## src/rtl/pchri03_param_counter.sv

```systemverilog
// Modulo counter with prescaler, up/down, load/clear, one-shot FSM, tc pulse and sticky wrap flag.
// Outputs are registered (one-edge latency, no input-to-output paths); optional snapshot port under PCHRI03_COUNTER_CAPTURE_EN.
module pchri03_param_counter #(
  parameter int WIDTH    = 8,
  parameter int MODULUS  = 256,
  parameter int PRESCALE = 1
) (
  input  logic             clk,
  input  logic             rst_n,
  input  logic             ena_i,
  input  logic             clr_i,
  input  logic             load_i,
  input  logic [WIDTH-1:0] load_val_i,
  input  logic             up_i,
  input  logic             oneshot_i,
  input  logic             start_i,
  output logic [WIDTH-1:0] count_o,
  output logic             tc_o,
  output logic             wrapped_o,
  output logic             running_o
`ifdef PCHRI03_COUNTER_CAPTURE_EN
  ,
  input  logic             capture_i,
  output logic [WIDTH-1:0] cap_val_o
`endif
);

  localparam int PSC_W = (PRESCALE > 1) ? $clog2(PRESCALE) : 1;
  localparam logic [WIDTH-1:0] CNT_MAX = WIDTH'(MODULUS - 1);
  localparam logic [PSC_W-1:0] PSC_MAX = PSC_W'(PRESCALE - 1);

  typedef enum logic [1:0] {
    ST_IDLE = 2'd0,
    ST_RUN  = 2'd1,
    ST_DONE = 2'd2
  } state_e;

  state_e           state_q, state_d;
  logic [WIDTH-1:0] count_q, count_d;
  logic [PSC_W-1:0] psc_q, psc_d;
  logic             tc_q, tc_d;
  logic             wrapped_q, wrapped_d;
  logic             running_q, running_d;

  logic             tick;
  logic             at_term;
  logic [WIDTH-1:0] count_step;
  logic [WIDTH-1:0] load_clamped;

  assign tick    = (state_q == ST_RUN) && ena_i && (psc_q == PSC_MAX);
  assign at_term = up_i ? (count_q == CNT_MAX) : (count_q == '0);

  always_comb begin
    count_step = count_q;
    if (up_i) begin
      count_step = at_term ? '0 : count_q + 1'b1;
    end else begin
      count_step = at_term ? CNT_MAX : count_q - 1'b1;
    end
  end

  assign load_clamped = (load_val_i > CNT_MAX) ? CNT_MAX : load_val_i;

  always_comb begin
    state_d   = state_q;
    count_d   = count_q;
    psc_d     = psc_q;
    tc_d      = 1'b0;
    wrapped_d = wrapped_q;

    if (clr_i) begin
      state_d   = ST_IDLE;
      count_d   = '0;
      psc_d     = '0;
      wrapped_d = 1'b0;
    end else if (load_i) begin
      // A tick landing on a load edge is dropped along with its tc.
      count_d = load_clamped;
      psc_d   = '0;
    end else begin
      case (state_q)
        ST_IDLE: begin
          if (start_i) begin
            state_d = ST_RUN;
            psc_d   = '0;
          end
        end
        ST_DONE: begin
          if (start_i) begin
            state_d = ST_RUN;
            psc_d   = '0;
            count_d = up_i ? '0 : CNT_MAX;
          end
        end
        ST_RUN: begin
          if (ena_i) begin
            if (tick) begin
              psc_d = '0;
              tc_d  = at_term;
              if (at_term && oneshot_i) begin
                state_d = ST_DONE;
              end else begin
                count_d = count_step;
              end
            end else begin
              psc_d = psc_q + 1'b1;
            end
          end
        end
        default: state_d = ST_IDLE;
      endcase
    end

    wrapped_d = wrapped_d | tc_d;
  end

  assign running_d = (state_d == ST_RUN);

  always_ff @(posedge clk or negedge rst_n) begin
    if (!rst_n) begin
      state_q   <= ST_IDLE;
      count_q   <= '0;
      psc_q     <= '0;
      tc_q      <= 1'b0;
      wrapped_q <= 1'b0;
      running_q <= 1'b0;
    end else begin
      state_q   <= state_d;
      count_q   <= count_d;
      psc_q     <= psc_d;
      tc_q      <= tc_d;
      wrapped_q <= wrapped_d;
      running_q <= running_d;
    end
  end

  assign count_o   = count_q;
  assign tc_o      = tc_q;
  assign wrapped_o = wrapped_q;
  assign running_o = running_q;

`ifdef PCHRI03_COUNTER_CAPTURE_EN
  logic [WIDTH-1:0] cap_val_q;

  // Snapshot takes the pre-edge count and is independent of clr.
  always_ff @(posedge clk or negedge rst_n) begin
    if (!rst_n) begin
      cap_val_q <= '0;
    end else if (capture_i) begin
      cap_val_q <= count_q;
    end
  end

  assign cap_val_o = cap_val_q;
`endif

endmodule

```

## config.mk

```make
export PLATFORM = sky130hd
export DESIGN_NAME = pchri03_param_counter
export DESIGN_NICKNAME = d
export VERILOG_FILES = /design/src/rtl/pchri03_param_counter.sv
export SDC_FILE = /design/constraint.sdc
export NUM_CORES = 1
export LEC_CHECK = 0
export BUFFER_PORTS_ARGS = -buffer_cell sky130_fd_sc_hd__buf_4
export CAP_MARGIN = 10
export CORE_AREA = 2 2 55 52
export DETAILED_ROUTE_END_ITERATION = 12
export DIE_AREA = 0 0 57 54
export GPL_TIMING_DRIVEN = 0
export HOLD_SLACK_MARGIN = 0.02
export MAX_ROUTING_LAYER = met4
export PLACE_DENSITY = 0.78
export SLEW_MARGIN = 40
export SYNTH_ARGS = -nofsm -noshare
export SYNTH_HDL_FRONTEND = slang
export SYNTH_SLANG_ARGS = --single-unit
export TNS_END_PERCENT = 50
```

## constraint.sdc

```tcl
create_clock -name clk -period 4.4 [get_ports clk]
set_clock_uncertainty 0.05 [all_clocks]
set_input_delay 0.88 -clock clk [delete_from_list [all_inputs] [get_ports clk]]
set_output_delay 0.88 -clock clk [all_outputs]
set_load 0.05 [all_outputs]
```

# ---- After elaboration in Yosys (flattened, before gate mapping)
# Cells that the tools add are included.
dict set report classes {
  eq_ne 9
  order_cmp 1
  n_reduce_logical 10
  muxes 32
  add_sub_neg 3
  bitwise 2
}
# op n
set op_table {}
lappend op_table {{$mux W8} 11}
lappend op_table {{$ne A4 B4 Y1 const B} 4}
lappend op_table {{$pmux W8 S2} 1}
lappend op_table {{$mux W1} 12}
lappend op_table {{$mux W2} 6}
lappend op_table {{$add A8 B1 Y8 const B} 1}
lappend op_table {{$eq A8 B8 Y1 const B} 1}
lappend op_table {{$gt A8 B8 Y1 const B} 1}
lappend op_table {{$logic_not A8 Y1} 1}
lappend op_table {{$reduce_bool A4 Y1} 2}
lappend op_table {{$sub A8 B1 Y8 const B} 1}
lappend op_table {{$reduce_and A5 Y1} 1}
lappend op_table {{$eq A2 B1 Y1 const B} 2}
lappend op_table {{$ne A4 B1 Y1 const B} 1}
lappend op_table {{$pmux W2 S2} 1}
lappend op_table {{$logic_and A1 B1 Y1} 3}
lappend op_table {{$reduce_and A3 Y1} 1}
lappend op_table {{$eq A2 B2 Y1 const B} 1}
lappend op_table {{$logic_not A2 Y1} 1}
lappend op_table {{$pmux W1 S2} 1}
lappend op_table {{$reduce_or A2 Y1} 1}
lappend op_table {{$add A1 B1 Y1 const B} 1}
lappend op_table {{$not A1 Y1} 1}
lappend op_table {{$or A1 B1 Y1} 1}
dict set report totals {
  regBits 14
  out_inout_bits 11
}

# ---- Logic depth before layout (Yosys ltp)
# Gate-level depths: netlist of the first run.
dict set report logic_depth {
  word_depth 10
  depth_mapped 8
  ltp_nobuf 7
}

# ---- Worst setup path before layout of the first run
# No wires, ideal clock.
dict set report synth_timing {
  path_type {register to register}
  start {reg count_q[1], in the netlist count_o[1]}
  end {reg count_q[1], in the netlist count_o[1]}
  required_time_ns 4.225
  path_buffers 1
  arrival_ns 2.507
  synth_period_minus_slack_ns 2.682
  slack_ns 1.718
  path_stages_with_launch 8
  cell_sequence {dfrtp_1 -> ha_1 -> nand4_1 -> nor3_1 -> o2111ai_4 -> and2_4 -> buf_6 -> mux2_4}
}
dict set report synth_between {
  elab_chain_cells 10
  elab_cells_between_ends 17
}
# element line_no
set synth_rtl {}
lappend synth_rtl {{from (decl)} 39} ;# logic [WIDTH-1:0] count_q, count_d;
lappend synth_rtl {{from (signal assigned)} 129} ;# count_q <= count_d;
lappend synth_rtl {{parallel branches: the longest is 10 deep, another holds $sub A8 B1 Y8} n/a}
# Several ways; the timed one is not identified. The select of a mux whose other input is x is not followed.
# A chain may end at the register's enable or synchronous reset.

# ---- Worst setup path in the final report of the first run
dict set report layout_timing {
  start {reg count_q[0], in the netlist count_o[0]}
  end {reg count_q[1], in the netlist count_o[1]}
}
# The elaborated chain is that of the path after synthesis.

==> metrics, run 1 <==
final WL=3743 um; Reg power frac=33.5%; Post-Synth Simple-Gate Area=23.70%; First-pass DRT Iterations=5; Avg Cell Area, Syn=8.386 um2; htree depth=1; clk slew on worst S/H paths=0.10 ns; EDFF count, synth=0; TritonCTS clock tree=built; overall routing resource usage=28.01%; Max-Slew Margin vs Limit=48.88%; 1st-iter DRT viols=107; Synth Instances=158; maximum clock rate=365.8 MHz; vias per cell=6.362; asr flop ratio synth=100.0%; overall die width=57 um; Residual DRC=0; Max stage delay cell, worst path=nor3_1; via count=1387; share of cells above drive strength 1=26.06%; IO Pins=27; Total Nets Final=212; postcts setup bufs=0; Port Buffers=26; RSZ-0062 raised after global routing=no; period utilisation layout=62.12%; Remaining Overflow, GRT=0; Max clock buf depth=2; first-pass GRT wire length=6375 um; Die Ht=54 um; cts repair resizes=0; Antenna Cells=0; CP Capture Type=flip-flop; synthesized cell area=1325 um2; area of the multi-input gates=867.1 um2; routability cong.=1.027; post-synthesis xor/xnor area fraction=1.983%; DIE AREA=3078 um2; switching power=0.1929 mW; Period minus WS final=2.733 ns; Synth area leader=dfrtp_1; DP HPWL=2733 um; Initial Utilization=51.61%; clock latency on the worst-skew pair=0.30 ns; worst hold margin=0.3639 ns; Netlist cell types=52; Yosys top cell area share=26.44%; setup TNS=0 ns; worst-case reg-to-reg path depth=7; critical path required time=4.54 ns; worst hold path type=input pin to asynchronous set/reset pin; Synth Net Count=181; status=finished, final reports clean; Slew @ Worst Pin=0.7609 ns; largest net degree at the start of global routing=15; CTS root buf=clkbuf_4; Post-CTS Hold Fix Bufs=0; Adder-Cell Fraction of Synth Area=6.610%; Worst setup SP type=flip-flop; critical path cell sequence=ha_1, nand4_1, nor3_1, o2111ai_4, and2_4, buf_6, mux2_4; VDD IR max=0.1803 mV; max-cap violation count=0; Pwr per Cell Area=288.5 nW/um2; final-layout fill cell count=247; Critical Path Fanout Max=8; Synth area leaders=dfrtp_1 26%, ha_1 6.6%, a21oi_1 3.4%; largest family of logic cells by synthesized area=compound AO/OA/AOI/OAI gates; Clock Sinks=14; internal power=0.2670 mW; Cell Rows=18; Lkg Pwr=0.6952 nW; initial antenna violation count=0; fin. max-slew vios=0; vias in the first global route=1377; mux cell area share after synthesis=4.533%; average wire per cell in the routed design=17.17 um; type of the worst setup path=flip-flop to flip-flop; sw frac=41.95%; arrival time of the worst setup path=2.88 ns; core footprint=2567 um2; post-synthesis compound-gate area fraction=28.61%; register area=350.3 um2; most frequently used flop master after synthesis=dfrtp_1; Num CTS Buffers=3; Yosys reg bits=14; P&R area growth vs syn=20.30%; hold violation count in the final report=0; setup violators final=0; DRT antenna net count=0; Clock power frac=22.0%; combinational power share=44.5%; register area share after synthesis=26.44%; largest stage delay on the critical path=0.67 ns; Warnings, synthesis=0
-- path summary, 6_finish.rpt --
path | slack (ns) | startpoint | to
min | 0.36 | rst_n | count_o[5]$_DFFE_PN0P_
max reg2reg | 1.67 | count_o[0]$_DFFE_PN0P_ | count_o[1]$_DFFE_PN0P_
min reg2reg | 0.44 | wrapped_o$_DFF_PN0_ | wrapped_o$_DFF_PN0_
max | 1.67 | count_o[0]$_DFFE_PN0P_ | count_o[1]$_DFFE_PN0P_
min in group clk | 0.44 | wrapped_o$_DFF_PN0_ | wrapped_o$_DFF_PN0_
max in group asynchronous | 3.75 | rst_n | state_q[1]$_DFF_PN0_
-- through the flow --
| step | util (%) | area (um2) | power [mW] | worst slack (ns) | cells |
|---|---|---|---|---|---|
| 2_1_floorplan | - | 1325 | 0.2968 | 1.718 | 158 |
| 3_3_place_gp | 60.67 | 1558 | 0.3529 | 1.607 | 214 |
| 3_5_place_dp | 60.67 | 1558 | 0.3572 | 1.595 | 214 |
| 4_1_cts | 62.09 | 1594 | 0.4577 | 1.693 | 218 |
| 5_1_grt | 62.09 | 1594 | 0.4846 | 1.526 | 218 |
| 6_report | 62.09 | 1594 | 0.4598 | 1.667 | 218 |
-- layer usage --
metal / track usage, % / part of all wire [%]
met2: 45.59 / 47
met3: 3.606 / 8.0
met1: 36.43 / 44
met5: - / 0
met4: 9.302 / 0.91
-- layout make-up --
class	count	share of cell area, %
multi-input cells	120	54.40
flip-flops and latches	14	21.98
repair buffers	26	12.24
plain buffers	11	3.689
inverters	13	3.061
well taps	30	2.355
clock buffers	4	2.276
-- cell usage in the layout, fill, tap and decap left out, types with 2 or more instances in the layout --
| cell type | n |
|---|---|
| o211ai_1 | 3 |
| o21a_1 | 2 |
| a22oi_1 | 3 |
| nand2_1 | 9 |
| nor3b_1 | 2 |
| clkbuf_1 | 7 |
| mux2_4 | 2 |
| dfrtp_1 | 14 |
| nor2b_1 | 2 |
| and2_1 | 3 |
| nor3_1 | 8 |
| o2111ai_1 | 2 |
| buf_4 | 26 |
| a31oi_1 | 6 |
| or3b_2 | 2 |
| ha_1 | 7 |
| a211oi_1 | 3 |
| buf_2 | 2 |
| clkbuf_4 | 3 |
| a21oi_1 | 9 |
| mux2i_1 | 3 |
| buf_6 | 2 |
| nand4_1 | 4 |
| xnor2_1 | 2 |
| nor2_1 | 9 |
| o21ai_0 | 8 |
| and3_2 | 2 |
| nand3_1 | 4 |
| inv_1 | 12 |
| a21o_1 | 2 |
-- cells in the mapped netlist (2+ instances only) --
library cell  number
nor2b_1            2
xnor2_1            2
a211oi_1           3
buf_2              2
o2111ai_1          2
mux2i_1            3
buf_6              2
clkbuf_1           7
nor2_1             9
or3b_2             2
a31oi_1            6
a22oi_1            3
and2_1             3
ha_1               7
a21o_1             2
o21ai_0            8
a21oi_1            9
o21a_1             2
nor3b_1            2
nor3_1             8
mux2_4             2
and3_2             2
o211ai_1           3
dfrtp_1           14
nand2_1            9
nand4_1            4
inv_1             12
nand3_1            4
-- power groups by stage --
| stage | clock [mW] | sequential, mW | combinational [mW] |
|---|---|---|---|
| final | 0.101 | 0.154 | 0.205 |
| after CTS | 0.101 | 0.154 | 0.203 |
| after floorplan | 0 | 0.190 | 0.107 |
| after global placement | 0 | 0.155 | 0.197 |
| after global routing | 0.108 | 0.156 | 0.221 |
| after detailed placement | 0 | 0.156 | 0.201 |
-- logic make-up after synthesis --
logic type               after synthesis
AND/OR/NAND/NOR                       54
AO/OA/AOI/OAI                         51
buffers and inverters                 24
flip-flops                            14
adder cells (fa/ha/maj)                7
multiplexers                           5
XOR/XNOR                               3
-- registers in the layout, summed over array words and instances, names as in the netlist --
register,cells
tc_o,1
wrapped_o,1
count_o,8
psc_q,1
running_o,1
state_q,2
-- worst max-delay path: cells and delay by family, from the launching register on --
family / cells / cell delay, ns
buf+inv: 1 / 0.14
flops: 1 / 0.53
compound gates: 1 / 0.25
mux: 1 / 0.29
simple gates: 3 / 1.10
fa+ha+maj: 1 / 0.28
(Power assumes the default switching activity.)
==> run 2: changes to the inputs <==
CORE_AREA = 2 2 58 55   (was 2 2 55 52)
DIE_AREA = 0 0 60 57   (was 0 0 57 54)
PLACE_DENSITY = 0.73   (was 0.78)
clock period = 2.5 ns   (was 4.4 ns; I/O delays follow)
==> run 2 against run 1 <==
Net effect:
- clock power is 77% higher
- global-route usage is 2.6 points lower
- register-to-register slack worse by 1.6 ns
- worst setup slack worse by 1.6 ns
- hold slack better by 0.086 ns
- sequential share of layout area is 0.66 points lower
- first-iteration DRC count is 37% lower
- flip-flop and latch count stayed put
- maximum frequency is 14% higher
- critical path depth is 1 higher
- routed wire length is 3.6% higher
- power is 79% higher
==> metrics, run 2 (synthesis results as in run 1) <==
met2 usage=37.42% (-8.2 points); Critical Path Fanout Max=8 (unchanged); arrival time of the worst setup path=2.54 ns (-0.34 ns); switching power=0.3430 mW (+78%); worst hold path type=input pin to flip-flop; Max clock buf depth=2 (unchanged); Non-Filler Instances=236 (+8.3%); global route hottest layer=met2; First-pass DRT Iterations=4 (-1); share of cells above drive strength 1=31.96% (+5.9 points); Setup WS pre-CTS=-0.09971 ns (-1.695 ns); period utilisation layout=95.73% (+34 points); CTS root buf=clkbuf_4; Port Buffers=26 (unchanged); Cell Rows=19 (+1); internal power=0.4818 mW (+80%); Clock Sinks=14 (unchanged); Residual DRC=0 (unchanged); RSZ-0062 raised after global routing=no; Die Ht=57 um (+5.6%); Total Nets Final=218 (+2.8%); r2r startpoint=count_o[0]$_DFFE_PN0P_; Clock power frac=21.7% (-0.3 points); Lkg Pwr=0.7210 nW (+3.7%); type of the worst setup path=flip-flop to flip-flop; first-pass GRT wire length=6292 um (-1.3%); htree depth=1 (unchanged); register area=356.6 um2 (+1.8%); setup TNS=0 ns (unchanged); DRT antenna net count=0 (unchanged); clock latency on the worst-skew pair=0.30 ns (about the same); most frequent cells in the layout=31 x buf_4, 12 x inv_1, 9 x nor2_1, 9 x nand2_1, 9 x dfrtp_1; initial antenna violation count=0 (unchanged); Period minus WS final=2.393 ns (-0.3401 ns); DP HPWL=2800 um (+2.5%); fin. max-slew vios=0 (unchanged); clk slew on worst S/H paths=0.10 ns (about the same); Max-Slew Margin vs Limit=52.70% (+3.8 points); Post-DP Area=1584 um2 (+1.7%); combinational power share=46.1% (+1.6 points); leading cell type in the layout, fill and taps excluded=buf_4; critical path required time=2.64 ns (-1.90 ns); final worst slack=0.1066 ns (-1.560 ns); 1st-iter DRT viols=67 (-37%); TritonCTS clock tree=built; fin area=1673 um2 (+4.9%); core footprint=2877 um2 (+12%); Antenna Cells=0 (unchanged); maximum clock rate=417.8 MHz (+14%); sw frac=41.59% (-0.36 points); Num CTS Buffers=3 (unchanged); largest net degree at the start of global routing=15 (unchanged); routability cong.=0.9131 (-11%); vias per cell=5.958 (-6.4%); hold violation count in the final report=0 (unchanged); overall routing resource usage=25.38% (-2.6 points); placed instance count=226 (+5.6%); Reg power frac=32.2% (-1.3 points); Remaining Overflow, GRT=0 (unchanged); CP Capture Type=flip-flop; worst hold margin=0.4502 ns (+0.08632 ns); Pwr per Cell Area=493.1 nW/um2 (+71%); status=finished, final reports clean; final WL=3879 um (+3.6%); overall die width=60 um (+5.3%); average wire per cell in the routed design=16.44 um (-4.3%); final-layout fill cell count=280 (+13%); DIE AREA=3420 um2 (+11%); GRT met1 Usage=33.10% (-3.3 points); max-cap violation count=0 (unchanged); M3 GR Usage=3.175% (-0.43 points); Initial Utilization=46.06% (-5.5 points); vias in the first global route=1365 (-0.87%); Slew @ Worst Pin=0.7069 ns (-0.05402 ns); Critical Path Start=count_o[0]$_DFFE_PN0P_; max reg flops=8 (unchanged); setup violators final=0 (unchanged); P&R area growth vs syn=26.25%; area of the multi-input gates=875.8 um2 (+1.0%); IO Pins=27 (unchanged); worst hold start=load_val_i[5]; VDD IR max=0.2170 mV (+20%); Worst setup SP type=flip-flop; via count=1406 (+1.4%)
[run 2: per-layer routing]
layer / vias to the layer above / part of all wire, %
li1: 673 / -
met1: 639 / 41
met2: 78 / 46
met3: 16 / 9.0
met4: 0 / 3.3
met5: - / 0
[run 2: critical path, stage by stage (launching register included)]
cell and delay, ns:
dfrtp_2 0.41, inv_1 0.10, ha_1 0.20, or3b_2 0.50, nor3_4 0.22, o2111ai_4 0.16, and2_4 0.21, buf_6 0.14
mux2_4 0.30
[run 2: timing repair]
action | in CTS | in global routing
setup buffers | 5 | 0
pin swaps | 2 | 2
hold buffers | 1 | 0
endpoints found under the setup margin | 3 | 4
hold endpoints to repair | 14 | 0
resized for setup | 0 | 3
[run 2: layout make-up]
cell class | count | area share, %
repair buffers | 32 | 14.51
clock buffers | 4 | 2.169
plain buffers | 11 | 3.590
well taps | 42 | 3.141
multi-input cells | 120 | 52.36
inverters | 13 | 2.917
flip-flops and latches | 14 | 21.32
[run 2: power by group through the flow]
stage	registers (mW)	logic (mW)	clock network, mW
floorplan	0.337	0.188	0
global placement	0.277	0.349	0
detailed placement	0.276	0.354	0
CTS	0.265	0.373	0.181
global route	0.268	0.410	0.191
finish	0.265	0.380	0.179
[run 2: through the flow]
stage	power [mW]	utilization, %
global route	0.8692	58.16
finish	0.8248	58.16
CTS	0.8194	57.98
global placement	0.6256	55.07
floorplan	0.5249	-
detailed placement	0.6299	55.07
[run 2: final timing paths]
path | end | slack, ns | cells after the start
setup / recovery | count_o[1]$_DFFE_PN0P_ | 0.11 | 8
hold / removal | count_o[5]$_DFFE_PN0P_ | 0.45 | 3
setup reg to reg | count_o[1]$_DFFE_PN0P_ | 0.11 | 8
hold reg to reg | wrapped_o$_DFF_PN0_ | 0.46 | 1
max in group asynchronous | count_o[1]$_DFFE_PN0P_ | 1.68 | 2
min in group asynchronous | count_o[4]$_DFFE_PN0P_ | 0.53 | 2
